## src/rtl/stage_sequencer.sv

```systemverilog
// Central stage controller: owns the PC and walks each instruction through
// fetch, decode, execute and an ordered one-per-cycle write-back sequence.
module stage_sequencer #(
  parameter int WORD    = 16,
  parameter int PC_STEP = 2
) (
  input  logic            clk,
  input  logic            rst_n,
  input  logic            run,
  input  logic            halt_req,
  input  logic            reg_wb_en,
  input  logic            mem_wb_en,
  input  logic            flag_update_en,
  input  logic            jump,
  input  logic            rjump,
  input  logic [WORD-1:0] jump_loc,
  input  logic [WORD-1:0] jump_inc,
  output logic            fetch_tr,
  output logic            reg_tr,
  output logic            dne_tr,
  output logic            reg_wb_tr,
  output logic            mem_wb_tr,
  output logic            flag_update_tr,
  output logic [WORD-1:0] pc,
  output logic            busy,
  output logic [WORD-1:0] retired
);

  typedef enum logic [3:0] {
    IDLE, FETCH, DECODE, EXEC, SAMPLE, WB_REG, WB_MEM, WB_FLAG, PC_UPD, DONE
  } state_t;

  localparam logic [WORD-1:0] STEP = WORD'(PC_STEP);

  state_t                 state, next_state;
  logic [3:0]             pend;        // {reg, mem, flag, pc}
  logic                   jump_l;
  logic [WORD-1:0]        jump_loc_l;
  logic signed [WORD-1:0] jump_inc_l;

  function automatic state_t first_pending(input logic [3:0] m);
    if (m[3])      return WB_REG;
    else if (m[2]) return WB_MEM;
    else if (m[1]) return WB_FLAG;
    else if (m[0]) return PC_UPD;
    else           return DONE;
  endfunction

  function automatic logic [WORD-1:0] abs_target(input logic [WORD-1:0] loc);
    return loc * STEP;
  endfunction

  // DECODE has already advanced pc by one step, so take it back out here.
  function automatic logic [WORD-1:0] rel_target(input logic [WORD-1:0] cur,
                                                 input logic signed [WORD-1:0] inc);
    logic signed [WORD-1:0] step_s;
    logic signed [WORD-1:0] off;
    step_s = $signed(STEP);
    off    = inc * step_s;
    return cur + $unsigned(off) - STEP;
  endfunction

  always_comb begin
    next_state = state;
    case (state)
      IDLE:    if (run && !halt_req) next_state = FETCH;
      FETCH:   next_state = DECODE;
      DECODE:  next_state = EXEC;
      EXEC:    next_state = SAMPLE;
      SAMPLE:  next_state = first_pending({reg_wb_en, mem_wb_en, flag_update_en, jump | rjump});
      WB_REG:  next_state = first_pending({1'b0, pend[2:0]});
      WB_MEM:  next_state = first_pending({2'b00, pend[1:0]});
      WB_FLAG: next_state = first_pending({3'b000, pend[0]});
      PC_UPD:  next_state = DONE;
      DONE:    next_state = (run && !halt_req) ? FETCH : IDLE;
      default: next_state = IDLE;
    endcase
  end

  // Triggers and busy are registered from next_state so each is high exactly
  // while the FSM sits in the matching state.
  always_ff @(posedge clk or negedge rst_n) begin
    if (!rst_n) begin
      state          <= IDLE;
      pc             <= '0;
      retired        <= '0;
      pend           <= '0;
      jump_l         <= 1'b0;
      fetch_tr       <= 1'b0;
      reg_tr         <= 1'b0;
      dne_tr         <= 1'b0;
      reg_wb_tr      <= 1'b0;
      mem_wb_tr      <= 1'b0;
      flag_update_tr <= 1'b0;
      busy           <= 1'b0;
    end else begin
      state          <= next_state;
      fetch_tr       <= (next_state == FETCH);
      reg_tr         <= (next_state == DECODE);
      dne_tr         <= (next_state == EXEC);
      reg_wb_tr      <= (next_state == WB_REG);
      mem_wb_tr      <= (next_state == WB_MEM);
      flag_update_tr <= (next_state == WB_FLAG);
      busy           <= (next_state != IDLE);
      case (state)
        DECODE:  pc <= pc + STEP;
        SAMPLE: begin
          pend   <= {reg_wb_en, mem_wb_en, flag_update_en, jump | rjump};
          jump_l <= jump;
        end
        WB_REG:  pend[3] <= 1'b0;
        WB_MEM:  pend[2] <= 1'b0;
        WB_FLAG: pend[1] <= 1'b0;
        PC_UPD: begin
          pend[0] <= 1'b0;
          pc      <= jump_l ? abs_target(jump_loc_l) : rel_target(pc, jump_inc_l);
        end
        DONE:    retired <= retired + WORD'(1);
        default: ;
      endcase
    end
  end

  always_ff @(posedge clk) begin
    if (state == SAMPLE) begin
      jump_loc_l <= jump_loc;
      jump_inc_l <= $signed(jump_inc);
    end
  end

endmodule

```

## config.mk

```make
export PLATFORM = sky130hd
export DESIGN_NAME = stage_sequencer
export DESIGN_NICKNAME = d
export VERILOG_FILES = /design/src/rtl/stage_sequencer.sv
export SDC_FILE = /design/constraint.sdc
export NUM_CORES = 1
export LEC_CHECK = 0
export CORE_ASPECT_RATIO = 1.25
export CORE_MARGIN = 1.5
export CORE_UTILIZATION = 55
export DETAILED_ROUTE_END_ITERATION = 8
export DONT_BUFFER_PORTS = 1
export PLACE_DENSITY = 0.77
export SYNTH_ARGS = -nofsm -noshare
export SYNTH_HDL_FRONTEND = slang
export SYNTH_SLANG_ARGS = --single-unit
export TNS_END_PERCENT = 10
```

## constraint.sdc

```tcl
create_clock -name clk -period 4.7 [get_ports clk]
set_input_delay 0.94 -clock clk [delete_from_list [all_inputs] [get_ports clk]]
set_output_delay 0.94 -clock clk [all_outputs]
set_load 0.005 [all_outputs]
```

Word level (Yosys, flattened, before mapping)
Index checks and enable logic that the tools add are counted.
{"block": "op_classes", "n_bitwise": 1, "magnitude_cmp": 0, "n_reduce_logical": 8, "n_mul": 0, "addsub": 4, "shift": 0, "div_mod_pow": 0, "n_eq_ne": 15, "n_mux": 15}
{"op": "$pmux W4 S10", "n": 1}
{"op": "$pmux W16 S2", "n": 1}
{"op": "$eq A4 B3 Y1 const B", "n": 7}
{"op": "$mux W4", "n": 6}
{"op": "$add A16 B1 Y16 const B", "n": 1}
{"op": "$add A16 B16 Y16", "n": 1}
{"op": "$add A16 B2 Y16 const B", "n": 1}
{"op": "$eq A4 B2 Y1 const B", "n": 4}
{"op": "$mux W16", "n": 1}
{"op": "$sub A16 B2 Y16 const B", "n": 1}
{"op": "$eq A4 B1 Y1 const B", "n": 2}
{"op": "$eq A4 B4 Y1 const B", "n": 2}
{"op": "$reduce_bool A2 Y1", "n": 4}
{"op": "$pmux W1 S2", "n": 3}
{"op": "$logic_not A4 Y1", "n": 1}
{"op": "$reduce_bool A4 Y1", "n": 1}
{"op": "$mux W1", "n": 3}
{"op": "$logic_and A1 B1 Y1", "n": 1}
{"op": "$logic_not A1 Y1", "n": 1}
{"op": "$or A1 B1 Y1", "n": 1}
{"block": "word_totals", "out_inout_bits": 39, "register_bits": 77, "latchBits": 0, "mem_bits_rw": 0, "input_bits": 41, "rom_bits": 0, "wordCells": 59, "memories": 0}

Logic depth before layout (Yosys ltp)
{"block": "logic_depth", "ltp_word": 7, "ltp_mapped": 11, "depth_no_buf": 11}

Worst setup path before layout
No wires, ideal clock.
{"block": "synth_path", "kind": "register to register", "start": "reg state[3]", "end": "reg mem_wb_tr", "setup_ps": 120, "slack_ps": 1875, "arrival_ps": 2705, "required_ps": 4580, "path_stages_with_launch": 8, "period_less_slack_ps": 2825, "path_cell_list": "dfrtp_1 > buf_2 > inv_1 > nand2_1 > nor3_2 > o21ai_0 > o311a_1 > and3_1"}
{"block": "synth_via", "elab_chain_len": 3}
{"element": "start: declaration", "line": "35", "rtl": "state_t state, next_state;"}
{"element": "start signal: assignment", "line": "97", "rtl": "state <= next_state;"}
{"element": "$eq A4 B4 Y1 (tied with other cells)", "line": "65", "rtl": "case (state)"}
{"element": "$pmux W4 S10 *", "line": "65"}
{"element": "$eq A4 B3 Y1 *", "line": "102", "rtl": "mem_wb_tr <= (next_state == WB_MEM);"}
{"element": "end signal: assignment", "line": "102"}
{"element": "end: declaration", "line": "22", "rtl": "output logic mem_wb_tr,"}
Mark *: on every way between the ends. The rest lies on a longest branch, timed or not.
A chain may end at the register's enable or synchronous reset.

Worst setup path in the final report
{"block": "layout_path", "start": "reg pc[2]", "end": "reg pc[14]"}
{"block": "layout_via", "elab_chain_len": 4}
{"element": "start: declaration", "line": "24", "rtl": "output logic [WORD-1:0] pc,"}
{"element": "start signal: assignment", "line": "106", "rtl": "DECODE: pc <= pc + STEP;"}
{"element": "start signal: assignment", "line": "116", "rtl": "pc <= jump_l ? abs_target(jump_loc_l) : rel_target(pc, jump_inc_l);"}
{"element": "$add A16 B16 Y16", "line": "60", "rtl": "return cur + $unsigned(off) - STEP;"}
{"element": "$sub A16 B2 Y16", "line": "60"}
{"element": "$mux W16", "line": "116"}
{"element": "$pmux W16 S2 *", "line": "105", "rtl": "case (state)"}
Marked as above.

==> results.ini <==
[die]
starting_density_of_the_core_pct = 56.5
io-pin-count = 80
placementRows = 36
vertical_die_dimension_um = 103
chipWidth_um = 82.8
design.die.area_um2 = 8510
core-area_um2 = 7750

[power_and_ir_drop]
power.static_leakage_nw = 2.06
fraction_of_power_spent_switching_nets_pct = 43.6
p_sw_w = 0.00137
power_report.internal_total_w = 0.00177
total_power_w = 0.00314
clock_power_share_pct = 15.5
power_density_nw_per_um2 = 678
power.sequential.fraction_pct = 35.6
logic_gate_share_of_total_power_pct = 48.8
vdd_ir_max_v = 0.000395

[placement]
portBuffers = 0
place.detailed.instances = 522
hpwlAfterDp_um = 6460
final_estimated_routing_congestion_in_global_placement = 0.888

[sta]
finalWorstPathRequiredPeriod_ns = 2.95
final-hold-violation-count = 0
worst_hold_slack_ns = 0.272
grt_setup_unrepaired = no
timing.final.crit_share_pct = 62.7
summed_negative_setup_slack_over_all_endpoints_ns = 0
final.setup_skew_ns = 0.00861
slew_viol_final = 0
worstMarginPinSlew_ns = 0.946
slew_headroom_pct = 36.9
setup_viol = 0
timing.fmax_mhz = 340

[clock_tree]
cts.hold.buffers_added = 0
post_cts_resize_count = 0
clock_insertion_delay_worst_skew_ns = 0.36
tritoncts = built
cts-buffers-inserted = 9
postCtsSetupBuffers = 0
htree_levels = 3
cts_sinks = 76
clockRootBuffer = clkbuf_8
worst_setup_hold_path_clk_slew_ns = 0.08
clk_buf_depth = 2

[critical_path]
reg2reg_depth = 11
worst-setup-path-type = flip-flop to flip-flop
data_required_critical_path_ns = 4.93
start_kind = flip-flop
critPathCaptureType = flip-flop
crit_chain = inv_1 > ha_1 > inv_1 > ha_1 > fa_1 > a21o_1 > a221oi_2 > o22ai_1 > a41oi_1 > xor2_1 > a21oi_1
reg2reg_slack_ns = 1.75
slowest_stage = dfrtp_1
critPathMaxStageDelay_ns = 0.48
crit_arrival_ns = 3.17
critical_path_peak_fanout = 7

[route]
avgRoutedWirePerCell_um = 16.5
postRouteAntennaNets = 0
detailedRoute.firstPassIterationCount = 4
drcViolationCount = 0
routed-via-count = 3137
finalWirelength_um = 8860
drt-initial-drc-count = 235
viasPerCell = 5.83

[global_routing]
gr-total-overflow = 0
globalRouteTotalUtil_pct = 21.7
grt_pass1_wl_um = 14500
maximum_number_of_pins_on_one_net_before_global_route_repair = 47
first_global_vias = 3141
antenna_violations_before_repair = 0

[synth]
synth_warnings = 0
number_of_cells_produced_by_synthesis = 441
synthAdderAreaFrac_pct = 8.97
per_instance_average_area_after_synthesis_um2 = 9.93
sequential_element_share_of_the_synthesized_area_pct = 46.8
synthesized_cell_area_um2 = 4380
post_synthesis_simple_gate_area_fraction_pct = 14.7
synth_top_area_share_pct = 26.3
synth-seq-cells = 76
synth-compound-area-share_pct = 13.5
synth-edff-count = 30
yosys.cell_types.count = 56
synth_top_flop_cell = dfrtp_1
synthXorXnorAreaFrac_pct = 7.00
synth_top_family_by_area = simple AND/OR/NAND/NOR gates
synth.area.top_cells = dfrtp_1 (26%), edfxtp_1 (21%), ha_1 (8.3%)
netlist.top_cell.by_area = dfrtp_1
async_reset_ff_share_pct = 60.5
total_nets_after_synthesis = 512
synthMuxAreaShare_pct = 1.43

[layout]
syn_to_final_growth_pct = 5.74
layout.core_utilization_pct = 59.8
post_layout_nonfiller_instances = 538
final_nets = 509
antenna_cells_inserted = 0
share_of_post_route_cells_with_drive_strength_above_1_pct = 6.32

[run_status]
status = completed

[min_path]
hold_class = input port to asynchronous set/reset pin

[run]
timing.max_cap.violations = 0

[Yosys cell counts, types with 3 or more instances]
cell type and count:
dfrtp_1 46, nor3_1 10, clkbuf_1 6, o22ai_1 3, edfxtp_1 30, ha_1 29, a21o_1 4, xnor2_1 22
inv_1 65, nand2_1 27, a21oi_1 26, a211oi_1 9, nand4_1 4, and4_1 3, nor2_1 24, nand2b_1 7
nand3_1 17, o211ai_1 3, and3_1 9, nor2b_1 3, buf_2 8, nor4_1 6, xor2_1 13, o21ai_0 20
mux2i_1 4
[routing by layer]
| metal | part of all wire, % | track usage, % | up-vias |
|---|---|---|---|
| met3 | 6.0 | 6.41 | 17 |
| met5 | 0 | 0 | - |
| met2 | 51 | 37.3 | 83 |
| met1 | 40 | 24.4 | 1499 |
| met4 | 2.6 | 12.4 | 0 |
| li1 | - | - | 1538 |
[stage by stage]
stage	setup slack [ns]	area, um^2
after detailed placement	1.77	4440
final	1.75	4630
after global placement	1.83	4440
after CTS	1.72	4630
after global routing	1.57	4630
after floorplan	1.88	4380
[worst max-delay path, delay by kind of cell (launching register included)]
| family | cells | cell delay, ns |
|---|---|---|
| AOI/OAI and AO/OA | 5 | 1.08 |
| xor gates and xnor gates | 1 | 0.19 |
| adders and majority gates | 3 | 0.94 |
| buffers and inverters | 2 | 0.11 |
| DFF | 1 | 0.48 |
[power by group through the flow]
| stage | combinational [W] | sequential [W] | clock (W) |
|---|---|---|---|
| 6_report | 0.00153 | 0.00112 | 0.000488 |
| 5_1_grt | 0.00174 | 0.00115 | 0.000522 |
| 4_1_cts | 0.00153 | 0.00112 | 0.000500 |
| 3_5_place_dp | 0.00151 | 0.00113 | 0 |
| 3_3_place_gp | 0.00146 | 0.00112 | 0 |
| 2_1_floorplan | 0.00134 | 0.000985 | 0 |
[kinds of logic (layout without fill, tap and decap cells)]
family / Yosys count / count (layout)
buffers and inverters: 81 / 83
flip-flops: 76 / 76
other: 1 / 1
multiplexers: 6 / 6
AO/OA/AOI/OAI: 89 / 89
AND/OR/NAND/NOR: 122 / 122
adder cells (fa/ha/maj): 31 / 31
XOR/XNOR: 35 / 35
[state kept, by name, indices dropped and copies added, names as in the netlist]
register        flops
flag_update_tr      1
pend                3
dne_tr              1
reg_tr              1
jump_l              1
jump_loc_l         15
reg_wb_tr           1
fetch_tr            1
mem_wb_tr           1
pc                 15
jump_inc_l         15
state               4
retired            16
busy                1
[placed cells by master, fill, tap and decap left out, types with 10 or more instances in the layout]
| cell | synthesis | final |
|---|---|---|
| inv_1 | 65 | 65 |
| nand2_1 | 27 | 27 |
| nor2_1 | 24 | 24 |
| ha_1 | 29 | 29 |
| clkbuf_8 | 0 | 10 |
| a21oi_1 | 26 | 26 |
| xor2_1 | 13 | 13 |
| xnor2_1 | 22 | 22 |
| nor3_1 | 10 | 10 |
| nand3_1 | 17 | 17 |
| o21ai_0 | 20 | 20 |
| edfxtp_1 | 30 | 30 |
| dfrtp_1 | 46 | 46 |
[cell type report]
cell class / instances / area [um^2]
timing repair buffer: 2 / 15.0
clock buffer: 11 / 141
inverter: 65 / 244
clock inverter: 5 / 51.3
tap: 95 / 119
fill: 670 / 3120
sequential: 76 / 2050
multi-input combinational: 284 / 2010
[path summary, 6_finish.rpt]
path                                from     end
min in group clk           jump_loc_l[7]   pc[8]
min                                rst_n  pc[12]
min reg2reg                jump_loc_l[7]   pc[8]
max in group asynchronous          rst_n    busy
max reg2reg                        pc[2]  pc[14]
max                                pc[2]  pc[14]
Note: power is estimated with default switching activity, not from simulation.
